`config.mk`:
```
export PLATFORM = sky130hd
export DESIGN_NAME = uart_rx_flat
export DESIGN_NICKNAME = d
export VERILOG_FILES = /design/src/rtl/uart_rx_pkg.sv /design/src/rtl/uart_rx_if.sv /design/src/rtl/uart_rx_sync_2ff.sv /design/src/rtl/uart_rx.sv /design/src/flat_wrapper.sv
export SDC_FILE = /design/constraint.sdc
export NUM_CORES = 1
export LEC_CHECK = 0
export ABC_AREA = 1
export BUFFER_PORTS_ARGS = -buffer_cell sky130_fd_sc_hd__buf_2
export CORE_MARGIN = 1
export CORE_UTILIZATION = 53
export CTS_BUF_LIST = sky130_fd_sc_hd__clkbuf_8
export DETAILED_ROUTE_END_ITERATION = 8
export MAX_ROUTING_LAYER = met4
export PLACE_DENSITY = 0.74
export SLEW_MARGIN = 20
export SYNTH_ARGS = -nofsm -noshare
export SYNTH_HDL_FRONTEND = slang
export SYNTH_SLANG_ARGS = --single-unit
```
`constraint.sdc`:
```
create_clock -name clk -period 1.4 [get_ports clk]
set_input_delay 0.28 -clock clk [delete_from_list [all_inputs] [get_ports clk]]
set_output_delay 0.28 -clock clk [all_outputs]
set_load 0.01 [all_outputs]
```
`src/rtl/uart_rx_pkg.sv`:
```
// Shared types and helpers for the 8N1 UART receiver: FSM state encoding,
// byte width and the clocks-per-bit derivation.
package uart_rx_pkg;

  localparam int unsigned BYTE_W = 8;

  typedef enum logic [2:0] {
    ST_IDLE      = 3'd0,
    ST_START     = 3'd1,
    ST_DATA      = 3'd2,
    ST_STOP      = 3'd3,
    ST_WAIT_HIGH = 3'd4
  } state_e;

  function automatic int unsigned clks_per_bit(input int unsigned clk_hz,
                                               input int unsigned baud);
    return clk_hz / baud;
  endfunction

endpackage

```
`src/rtl/uart_rx_if.sv`:
```
// Received-byte stream plus error pulses.
// Handshake: a byte transfers on a rising edge where valid & ready are both 1;
// once valid rises, data holds until that transfer and ready is ignored while valid is 0.
interface uart_rx_if;
  import uart_rx_pkg::*;

  logic [BYTE_W-1:0] data;
  logic              valid;
  logic              ready;
  logic              frame_err;
  logic              overrun;

  modport master (output data, valid, frame_err, overrun, input ready);
  modport slave  (input data, valid, frame_err, overrun, output ready);

endinterface

```
`src/rtl/uart_rx_sync_2ff.sv`:
```
// Two-flop synchroniser for asynchronous inputs; flops reset to RST_VAL so an
// idle-high line does not look like an edge coming out of reset.
module sync_2ff #(
  parameter int unsigned           WIDTH   = 1,
  parameter logic [WIDTH-1:0]      RST_VAL = '1
) (
  input  logic             clk,
  input  logic             reset,
  input  logic [WIDTH-1:0] d_i,
  output logic [WIDTH-1:0] q_o
);

  logic [WIDTH-1:0] meta_q;
  logic [WIDTH-1:0] sync_q;

  always_ff @(posedge clk) begin
    if (reset) begin
      meta_q <= RST_VAL;
      sync_q <= RST_VAL;
    end else begin
      meta_q <= d_i;
      sync_q <= meta_q;
    end
  end

  assign q_o = sync_q;

endmodule

```
`src/rtl/uart_rx.sv`:
```
// 8N1 UART receiver: oversampled FSM centred on each bit, delivering good bytes
// on a valid/ready stream with frame-error and overrun pulses.
module uart_rx
  import uart_rx_pkg::*;
#(
  parameter int unsigned CLK_FREQUENCY = 96_000_000,
  parameter int unsigned BAUD          = 12_000_000
) (
  input  logic      clk,
  input  logic      reset,
  input  logic      rxd,
  uart_rx_if.master rx_if,
  output state_e    state_o
);

  localparam int unsigned CLKS_PER_BIT = clks_per_bit(CLK_FREQUENCY, BAUD);
  localparam int unsigned HALF_BIT     = CLKS_PER_BIT / 2;
  localparam int unsigned TICK_W       = $clog2(CLKS_PER_BIT);
  localparam logic [TICK_W-1:0] TICK_FULL = TICK_W'(CLKS_PER_BIT - 1);
  localparam logic [TICK_W-1:0] TICK_HALF = TICK_W'(HALF_BIT - 1);
  localparam logic [TICK_W-1:0] TICK_ONE  = TICK_W'(1);

  if (CLKS_PER_BIT < 4) begin : g_cfg_check
    $error("uart_rx: CLKS_PER_BIT must be at least 4");
  end

  logic rx_s;

  sync_2ff #(.WIDTH(1), .RST_VAL(1'b1)) u_sync (
    .clk   (clk),
    .reset (reset),
    .d_i   (rxd),
    .q_o   (rx_s)
  );

  state_e              state_q, state_d;
  logic [TICK_W-1:0]   tick_q, tick_d;
  logic [2:0]          bit_q, bit_d;
  logic [BYTE_W-1:0]   shreg_q, shreg_d;
  logic [BYTE_W-1:0]   data_q, data_d;
  logic                valid_q, valid_d;
  logic                fe_q, fe_d;
  logic                ov_q, ov_d;
  logic                good_stop;
  logic                bad_stop;
  logic                tick_zero;

  assign tick_zero = (tick_q == '0);

  // Each sample point fires when tick reaches zero; the counter is reloaded
  // on the same cycle so the next sample lands one bit period later.
  always_comb begin
    state_d   = state_q;
    tick_d    = tick_q;
    bit_d     = bit_q;
    shreg_d   = shreg_q;
    good_stop = 1'b0;
    bad_stop  = 1'b0;
    case (state_q)
      ST_IDLE: begin
        if (!rx_s) begin
          tick_d  = TICK_HALF;
          state_d = ST_START;
        end
      end
      ST_START: begin
        if (!tick_zero) begin
          tick_d = tick_q - TICK_ONE;
        end else if (rx_s) begin
          state_d = ST_IDLE;
        end else begin
          bit_d   = 3'd0;
          tick_d  = TICK_FULL;
          state_d = ST_DATA;
        end
      end
      ST_DATA: begin
        if (!tick_zero) begin
          tick_d = tick_q - TICK_ONE;
        end else begin
          shreg_d = {rx_s, shreg_q[BYTE_W-1:1]};
          bit_d   = bit_q + 3'd1;
          tick_d  = TICK_FULL;
          if (bit_q == 3'd7) state_d = ST_STOP;
        end
      end
      ST_STOP: begin
        if (!tick_zero) begin
          tick_d = tick_q - TICK_ONE;
        end else if (rx_s) begin
          good_stop = 1'b1;
          state_d   = ST_IDLE;
        end else begin
          bad_stop  = 1'b1;
          state_d   = ST_WAIT_HIGH;
        end
      end
      ST_WAIT_HIGH: begin
        if (rx_s) state_d = ST_IDLE;
      end
      default: state_d = ST_IDLE;
    endcase
  end

  // A completing byte wins over a same-cycle consume; a byte arriving while
  // the previous one is still held is dropped and flagged.
  always_comb begin
    data_d  = data_q;
    valid_d = valid_q;
    fe_d    = bad_stop;
    ov_d    = 1'b0;
    if (valid_q && rx_if.ready) valid_d = 1'b0;
    if (good_stop) begin
      if (!valid_q || rx_if.ready) begin
        data_d  = shreg_q;
        valid_d = 1'b1;
      end else begin
        ov_d = 1'b1;
      end
    end
  end

  always_ff @(posedge clk) begin
    if (reset) begin
      state_q <= ST_IDLE;
      tick_q  <= '0;
      bit_q   <= 3'd0;
      shreg_q <= '0;
      data_q  <= '0;
      valid_q <= 1'b0;
      fe_q    <= 1'b0;
      ov_q    <= 1'b0;
    end else begin
      state_q <= state_d;
      tick_q  <= tick_d;
      bit_q   <= bit_d;
      shreg_q <= shreg_d;
      data_q  <= data_d;
      valid_q <= valid_d;
      fe_q    <= fe_d;
      ov_q    <= ov_d;
    end
  end

  assign rx_if.data      = data_q;
  assign rx_if.valid     = valid_q;
  assign rx_if.frame_err = fe_q;
  assign rx_if.overrun   = ov_q;
  assign state_o         = state_q;

endmodule

```
`src/flat_wrapper.sv`:
```
// flat-port wrapper written by rule: the top's interface ports become plain ports
module uart_rx_flat import uart_rx_pkg::*;
#(
  parameter int unsigned CLK_FREQUENCY = 96_000_000,
  parameter int unsigned BAUD          = 12_000_000
)
  (clk, reset, rxd, state_o, rx_if_data, rx_if_valid, rx_if_frame_err, rx_if_overrun, rx_if_ready);
  uart_rx_if rx_if_i ();
  input  logic clk;
  input  logic reset;
  input  logic rxd;
  output state_e state_o;
  output wire logic [$bits(rx_if_i.data)-1:0] rx_if_data;
  output wire logic [$bits(rx_if_i.valid)-1:0] rx_if_valid;
  output wire logic [$bits(rx_if_i.frame_err)-1:0] rx_if_frame_err;
  output wire logic [$bits(rx_if_i.overrun)-1:0] rx_if_overrun;
  input wire logic [$bits(rx_if_i.ready)-1:0] rx_if_ready;
  assign rx_if_data = rx_if_i.data;
  assign rx_if_valid = rx_if_i.valid;
  assign rx_if_frame_err = rx_if_i.frame_err;
  assign rx_if_overrun = rx_if_i.overrun;
  assign rx_if_i.ready = rx_if_ready;
  uart_rx #(.CLK_FREQUENCY(CLK_FREQUENCY), .BAUD(BAUD)) u_core (.clk(clk), .reset(reset), .rxd(rxd), .rx_if(rx_if_i), .state_o(state_o));
endmodule
```
After elaboration in Yosys (flattened, before gate mapping)
Cells that the tools add are included.
{"block": "classes", "n_mux": 27, "n_eq_ne": 14, "add_sub_neg": 2, "bitwise": 3, "reduce_logical": 14}
{"operator": "$mux W3", "n": 15}
{"operator": "$pmux W3 S5", "n": 1}
{"operator": "$pmux W3 S4", "n": 1}
{"operator": "$mux W1", "n": 8}
{"operator": "$ne A2 B1 Y1 const B", "n": 4}
{"operator": "$ne A2 B2 Y1 const B", "n": 4}
{"operator": "$reduce_and A4 Y1", "n": 2}
{"operator": "$eq A3 B2 Y1 const B", "n": 2}
{"operator": "$eq A3 B3 Y1 const B", "n": 2}
{"operator": "$logic_not A3 Y1", "n": 2}
{"operator": "$pmux W3 S2", "n": 1}
{"operator": "$reduce_and A6 Y1", "n": 1}
{"operator": "$reduce_and A2 Y1", "n": 2}
{"operator": "$reduce_bool A4 Y1", "n": 1}
{"operator": "$add A3 B1 Y3 const B", "n": 1}
{"operator": "$eq A3 B1 Y1 const B", "n": 1}
{"operator": "$ne A3 B3 Y1 const B", "n": 1}
{"operator": "$not A1 Y1", "n": 3}
{"operator": "$reduce_or A3 Y1", "n": 1}
{"operator": "$sub A3 B1 Y3 const B", "n": 1}
{"operator": "$mux W2", "n": 1}
{"operator": "$reduce_bool A2 Y1", "n": 1}
{"operator": "$reduce_or A2 Y1", "n": 1}
{"operator": "$logic_and A1 B1 Y1", "n": 1}
{"operator": "other kinds (2)", "n": 2}
{"block": "totals", "ff_bits": 30, "elab_cells": 70, "in_bits": 4}

Depth between registers and ports, before layout
Gate-level depths: netlist (run 1).
{"block": "depth", "depth_word": 5, "ltp_mapped": 9}

Hierarchy
Synthesis (run 1) repeated with hierarchy kept, for this count alone.
{"block": "hier_totals", "hier_cells": 180, "area_unflattened_um2": 1317.5}
{"mod": "uart_rx", "seq_area_each_um2": 560.5, "cells_each": 173, "area_per_inst_um2": 1258.7, "n_inst": 1}
{"mod": "sync_2ff", "seq_area_each_um2": 40.0, "cells_each": 7, "area_per_inst_um2": 58.8, "n_inst": 1}

Worst setup path before layout (run 1)
No wires, ideal clock.
{"block": "synth_timing", "path_kind": "reg2reg", "from": "reg u_core.tick_q[0]", "to": "reg u_core.state_q[1], in the netlist u_core.state_o[1]", "synth_period_minus_slack_ns": 1.269, "path_stages_with_launch": 9, "arrival_time_ns": 1.158, "path_slack_ns": 0.131, "cell_sequence": "dfxtp_1 > inv_1 > ha_1 > nand2_2 > nand3_1 > nand2_2 > nor2_1 > and2_1 > nor2_1"}
{"block": "synth_between", "elab_chain_len": 3, "elab_cells_between_ends": 5}
{"element": "start, declared", "line": "uart_rx.sv:37", "rtl": "logic [TICK_W-1:0] tick_q, tick_d;"}
{"element": "start signal, assigned", "line": "uart_rx.sv:135", "rtl": "tick_q <= tick_d;"}
{"element": "$logic_not A3 Y1 (*)", "line": "uart_rx.sv:48", "rtl": "assign tick_zero = (tick_q == '0);"}
{"element": "$ne A2 B1 Y1 (no source line)"}
{"element": "$reduce_and A6 Y1 (no source line) (*)"}
{"element": "end signal, assigned", "line": "uart_rx.sv:134", "rtl": "state_q <= state_d;"}
{"element": "end, declared", "line": "uart_rx.sv:36", "rtl": "state_e state_q, state_d;"}
Every way passes the cells marked *; elsewhere a longest branch is shown, timed or not.
A chain may end at the register's enable or synchronous reset.

Worst setup path after layout (run 1)
{"block": "layout_timing", "from": "reg u_core.bit_q[0]", "to": "reg u_core.state_q[1], in the netlist u_core.state_o[1]"}
{"block": "layout_between", "elab_chain_len": 3}
{"element": "start, declared", "line": "uart_rx.sv:38", "rtl": "logic [2:0] bit_q, bit_d;"}
{"element": "start signal, assigned", "line": "uart_rx.sv:136", "rtl": "bit_q <= bit_d;"}
{"element": "$eq A3 B3 Y1", "line": "uart_rx.sv:84", "rtl": "if (bit_q == 3'd7) state_d = ST_STOP;"}
{"element": "$ne A2 B1 Y1 (no source line)"}
{"element": "$reduce_and A6 Y1 (no source line)"}
No other way between the ends.

==> key figures, run 1 <==
Clock tree
  – Clk slew on worst S/H paths: 60 ps
  – CTS buffer count: 5
  – Clock sinks: 30
  – TritonCTS clock tree: done
  – Hold_buf cts: 0
  – Htree depth: 2
  – CTS root buf: clkbuf_8
  – Skew-Pair Late Insertion Delay: 280 ps
  – Clock Path Buffers: 2

Floorplanning
  – Die Area: 0.00271 mm^2
  – # rows: 17
  – Die Wd: 52.0 um
  – Die Y: 52.0 um
  – Initial Utilization: 58.3%
  – I/O Pins: 18
  – Core area: 0.00228 mm^2

Cells and area
  – Ant. Diodes: 0
  – FF+latch area: 604 um^2
  – NumNets Final: 211
  – Final Core Density: 71.3%
  – Share of layout cells above drive strength 1: 29.6%
  – Filler cell count: 179
  – Area growth syn-to-layout: 22.4%
  – Design area: 0.00162 mm^2
  – Multi-input gate area: 688 um^2

STA
  – Final hold violations: 0
  – Slew HR: 73.5%
  – Fin crit share: 93.2%
  – WHS: 193 ps
  – Final setup violation count: 0
  – FMAX: 0.767 GHz
  – Max Transition Viols Final: 0
  – Fin crit period: 1300 ps
  – Worst Tran Pin Value: 396 ps
  – Layout Skew: 8.21 ps

Synthesis
  – Simple-gate area share of the yosys netlist: 35.2%
  – Compound-Gate Fraction of Synth Area: 9.81%
  – Main combinational cell family by area after synthesis: simple AND/OR/NAND/NOR gates
  – Mean Syn Cell Area: 7.45 um^2
  – Cells after Synth: 178
  – Xor/xnor share of the synthesized area: 0%
  – Yosys reg bits: 30
  – Mux contribution to synthesized area: 0%
  – Syn_nets: 186
  – Sequential share of the synthesized area: 45.3%
  – Library cells used by synthesis: 21
  – Synth Cell Area: 0.00133 mm^2
  – Yosys warns: 0
  – Synth Area in Adders: 3.77%

Place
  – PortBufs: 17
  – Placer Congestion: 0.903
  – Placement Cell Area: 0.00144 mm^2
  – Estimated wirelength of the detail-placed design: 1840 um

Routing
  – Antenna viol nets, final: 0
  – Drt drc: 0
  – First-pass DRT Iterations: 4
  – Final WL: 2680 um
  – WL/cell: 11.6 um
  – Vias per inst: 5.32
  – Vias: 1230
  – DRT iter0 DRCs: 31

Global route
  – First-pass GRT wire length: 4210 um
  – Initial antenna violation count: 0
  – Number of global-route vias before repair: 993
  – Largest net degree at the start of global routing: 15
  – Congestion Overflow GR: 0
  – GRT Util Overall: 22.5%

Run status
  – Status: completed

Critical path
  – Max incr delay on CP: 330 ps
  – WP data arrival: 1510 ps
  – Worst-path maximum fanout: 4
  – Slowest-stage cell, CP: dfxtp_2
  – Cell Chain, Critical Path: ha_2, ha_1, inv_1, nand3_1, nand2_2, nor2_4, and2_1, nor2_1
  – Startpoint types: register
  – Setup crit end kind: register
  – Critical path class: reg2reg
  – WP data required: 1610 ps

Run
  – Max-cap viol count: 0

Power
  – Leak: 0.727 nW
  – Max VDD drop: 1760 uV
  – PwrDens: 2150 mW/mm^2

Hold path
  – Hold/Removal Path Class: in2reg
## logic make-up (layout without fill, tap and decap cells)
group           Yosys count  after routing
fa+ha+maj                 4              4
flops                    30             30
buf+inv                  21             45
compound gates           25             25
simple gates             98             99
## flip-flops by register name (all words and copies together), names as in the netlist
signal                  flops
u_core.rx_if.frame_err      1
u_core.u_sync.meta_q        1
u_core.shreg_q              8
u_core.bit_q                3
u_core.rx_if.overrun        1
u_core.tick_q               3
u_core.rx_if.valid          1
u_core.rx_if.data           8
u_core.state_o              3
u_core.u_sync.q_o           1
## critical path, delay by kind of cell (launching register included)
kind / cells / cell delay (ps)
fa+ha+maj: 2 / 360
simple gates: 5 / 480
flops: 1 / 330
buf+inv: 1 / 50
## layer usage
metal	global-route usage, %	share of wire (%)	vias up
li1	-	-	638
met1	26.4	47	549
met2	33.3	46	38
met3	7.02	5.6	5
met4	13.5	1.3	0
met5	-	0	-
## final timing paths
path	from	end	slack, ps	cells past startpoint
setup / recovery	u_core.bit_q[0]	u_core.state_o[1]	100	8
hold / removal	rxd	u_core.u_sync.meta_q	190	2
setup reg to reg	u_core.bit_q[0]	u_core.state_o[1]	100	8
hold reg to reg	u_core.u_sync.meta_q	u_core.u_sync.q_o	440	1
## layout make-up
type	count	area share (%)
inverters	16	3.70
flip-flops and latches	30	37.2
repair buffers	22	7.56
clock inverters	1	1.85
multi-input cells	128	42.4
well taps	28	2.16
clock buffers	6	5.09
## layout by cell type, fill, tap and decap left out, drive strengths merged, types with 2 or more instances in the layout
master,instances
o21ai,9
clkbuf,6
nand2,36
nor2,36
a21oi,14
dfxtp,30
inv,16
nor3,3
or2,2
ha,4
buf,22
nand3,10
nand4,11
o21bai,2
## synthesized netlist by cell type (all sizes together)
cell	n	share of area [%]
nand3	10	5.1
or2	2	0.94
and2	1	0.47
nand4	11	5.2
o21bai	2	1.1
a21oi	14	5.3
nor3	3	1.1
nor2	35	11
o21ai	9	3.4
ha	4	3.8
inv	16	4.5
nand2	36	11
clkbuf	5	1.4
dfxtp	30	45
## through the flow
stage                     worst slack (ps)  cells  TNS, ps  power, W
final                                 95.9    231        0   0.00350
after global routing                 -9.08    231    -9.08   0.00377
after CTS                             5.57    227        0   0.00332
after detailed placement              15.8    220        0   0.00242
after global placement                71.3    220        0   0.00237
after floorplan                        131    178        0   0.00216
## what timing repair did
item / CTS / global route
cloned: 0 / 1
buffers inserted: 0 / 3
endpoints found under the setup margin: 1 / 23
pin swaps: 0 / 4
gates resized for setup: 1 / 12
## power breakdown
| part | internal, W | switching [W] |
|---|---|---|
| clock | 0.000568 | 0.000298 |
| combinational | 0.000512 | 0.000928 |
| sequential | 0.00101 | 0.000175 |
(Power assumes the default switching activity.)
==> run 2: changes to the inputs <==
Settings changed: CORE_UTILIZATION 53 to 50, PLACE_DENSITY 0.74 to 0.71.
==> key figures, run 2 (synthesis gave the netlist of run 1 again) <==
STA
  – Setup repair after global routing missed its margin: yes
  – Max Transition Viols Final: 0 (unchanged)
  – Layout Skew: 4.90 ps (was 8.21 ps)
  – WHS: 184 ps (was 193 ps)
  – Fin crit share: 97.8% (was 93.2%)
  – Worst Tran Pin Value: 385 ps (was 396 ps)
  – Slew HR: 74.3% (was 73.5%)
  – Fin crit period: 1370 ps (was 1300 ps)
  – Final setup violation count: 0 (unchanged)
  – Final hold violations: 0 (unchanged)
  – FMAX: 0.730 GHz (was 0.767 GHz)

Cells and area
  – Final Core Density: 63.7% (was 71.3%)
  – Share of layout cells above drive strength 1: 28.2% (was 29.6%)
  – Design area: 0.00159 mm^2 (was 0.00162 mm^2)
  – Multi-input gate area: 682 um^2 (was 688 um^2)
  – Layout Cells excl Fill: 232 (was 231)
  – Leading cell types in the layout, fill and taps excluded: 31 x nand2_1, 30 x nor2_1, 28 x dfxtp_1 (was 31 x nand2_1, 30 x nor2_1, 27 x dfxtp_1)
  – Commonest non-fill, non-tap cell in the layout: nand2_1 (unchanged)
  – Area growth syn-to-layout: 20.1% (was 22.4%)
  – FF+latch area: 603 um^2 (was 604 um^2)
  – Ant. Diodes: 0 (unchanged)
  – NumNets Final: 209 (was 211)
  – Filler cell count: 225 (was 179)

Critical path
  – WP buf/inv: 1 (unchanged)
  – Max incr delay on CP: 300 ps (was 330 ps)
  – Critical path class: reg2reg (unchanged)
  – Worst r2r src: u_core.tick_q[1] (was u_core.bit_q[0])
  – CP top delay family: simple AND/OR/NAND/NOR gates (unchanged)
  – Slowest-stage cell, CP: dfxtp_1 (was dfxtp_2)
  – Startpoint types: register (unchanged)
  – Setup crit end kind: register (unchanged)
  – Worst-path maximum fanout: 6 (was 4)
  – WP data required: 1580 ps (was 1610 ps)
  – FF-to-FF End: u_core.state_o[1] (unchanged)
  – Cell Chain, Critical Path: inv_1, ha_2, nand2_4, nand3_2, nand2_2, nor2_2, and2_1, nor2_1 (was ha_2, ha_1, inv_1, nand3_1, nand2_2, nor2_4, and2_1, nor2_1)
  – WP data arrival: 1550 ps (was 1510 ps)
  – R2R Setup Slk: 30 ps (was 100 ps)
  – R2R cell count: 8 (unchanged)

Routing
  – First-pass DRT Iterations: 4 (unchanged)
  – DRT iter0 DRCs: 13 (was 31)
  – Antenna viol nets, final: 0 (unchanged)
  – Drt drc: 0 (unchanged)
  – WL/cell: 11.9 um (was 11.6 um)
  – Final WL: 2760 um (was 2680 um)
  – Vias per inst: 5.26 (was 5.32)
  – Vias: 1221 (was 1230)

Place
  – Dpl cells: 222 (was 220)
  – Estimated wirelength of the detail-placed design: 1900 um (was 1840 um)
  – Placer Congestion: 0.866 (was 0.903)
  – Placement Cell Area: 0.00145 mm^2 (was 0.00144 mm^2)
  – PortBufs: 17 (unchanged)

Clock tree
  – Clock Path Buffers: 2 (unchanged)
  – CTS root buf: clkbuf_8 (unchanged)
  – CTS buffer count: 5 (unchanged)
  – Htree depth: 2 (unchanged)
  – Clock sinks: 30 (unchanged)
  – Skew-Pair Late Insertion Delay: 280 ps (about the same)
  – TritonCTS clock tree: done (unchanged)
  – Post-CTS Setup Bufs: 0 (unchanged)
  – Clk slew on worst S/H paths: 60 ps (about the same)
  – Hold_buf cts: 0 (unchanged)

Global route
  – GRT Util Overall: 22.8% (was 22.5%)
  – Largest net degree at the start of global routing: 17 (was 15)
  – Number of global-route vias before repair: 1029 (was 993)
  – Congestion Overflow GR: 0 (unchanged)
  – First-pass GRT wire length: 4330 um (was 4210 um)
  – Initial antenna violation count: 0 (unchanged)

Run status
  – Status: completed (unchanged)

Floorplanning
  – I/O Pins: 18 (unchanged)
  – Die Wd: 53.5 um (was 52.0 um)
  – Die Area: 0.00286 mm^2 (was 0.00271 mm^2)
  – Initial Utilization: 53.1% (was 58.3%)
  – Die Y: 53.5 um (was 52.0 um)
  – Core area: 0.00250 mm^2 (was 0.00228 mm^2)
  – # rows: 18 (was 17)

Hold path
  – Hold/Removal Path Class: in2reg (unchanged)
  – Hold EP: u_core.u_sync.meta_q (unchanged)
  – WHS Path Cells: 2 (unchanged)
  – HP Start: rxd (unchanged)

Power
  – Total Power: 0.00340 W (was 0.00350 W)
  – PwrDens: 2130 mW/mm^2 (was 2150 mW/mm^2)
  – Leak: 0.714 nW (was 0.727 nW)
  – Max VDD drop: 1310 uV (was 1760 uV)

Run
  – Max-cap viol count: 0 (unchanged)
## run 2: cell types whose count changed in the layout (fill, tap and decap cells not counted)
| cell | previous run | this run |
|---|---|---|
| ha_2 | 2 | 1 |
| dfxtp_2 | 3 | 2 |
| ha_1 | 2 | 3 |
| nor2_4 | 4 | 2 |
| bufinv_16 | 1 | 0 |
| dfxtp_1 | 27 | 28 |
| nor2_2 | 2 | 5 |
| clkbuf_8 | 6 | 8 |
| buf_4 | 5 | 2 |
## run 2: metrics by stage
step | setup TNS [ps] | worst slack [ps]
5_1_grt | -314 | -56.2
3_5_place_dp | 0 | 15.8
2_1_floorplan | 0 | 131
3_3_place_gp | 0 | 67.6
6_report | 0 | 31.0
4_1_cts | 0 | 17.4
## run 2: worst register-to-register path: stages, from the launching register on
cell and delay, ps:
dfxtp_1 300, inv_1 100, ha_2 210, nand2_4 100, nand3_2 120, nand2_2 90
nor2_2 160, and2_1 150, nor2_1 40
## run 2: layout make-up
class                           instances  share of cell area [%]
Timing Repair Buffer                   19                    6.28
Tap cell                               30                    2.36
Inverter                               16                    3.77
Multi-Input combinational cell        129                    42.8
Clock buffer                            8                    6.91
Sequential cell                        30                    37.9
## run 2: repair_timing
item	in CTS	in global routing
gates cloned	0	2
pin swaps	0	3
setup endpoints to repair	1	24
gates resized for setup	1	8
## run 2: worst max path at each step
stage                           startpoint                end  slack [ps]  cells past startpoint
after detailed placement  u_core.tick_q[0]  u_core.state_o[1]          20                      8
after global placement    u_core.tick_q[0]  u_core.state_o[1]          70                      8
after floorplan           u_core.tick_q[0]  u_core.state_o[1]         130                      8
after CTS                 u_core.tick_q[0]   u_core.tick_q[2]          20                      8
final                     u_core.tick_q[1]  u_core.state_o[1]          30                      8
after global routing      u_core.tick_q[1]  u_core.state_o[2]         -60                      9
## run 2: layer usage
metal | vias to the layer above | share of wire [%] | GRT usage, %
met5 | - | 0 | -
met4 | 0 | 1.6 | 9.21
met3 | 5 | 3.6 | 10.3
met2 | 22 | 50 | 36.7
met1 | 560 | 45 | 24.0
li1 | 634 | - | -
## run 2: power by group
part           switching [W]  leakage (nW)  internal (W)  total (W)
sequential          0.000167         0.245       0.00101    0.00118
combinational       0.000940         0.411      0.000468    0.00141
clock               0.000312        0.0575      0.000496   0.000808
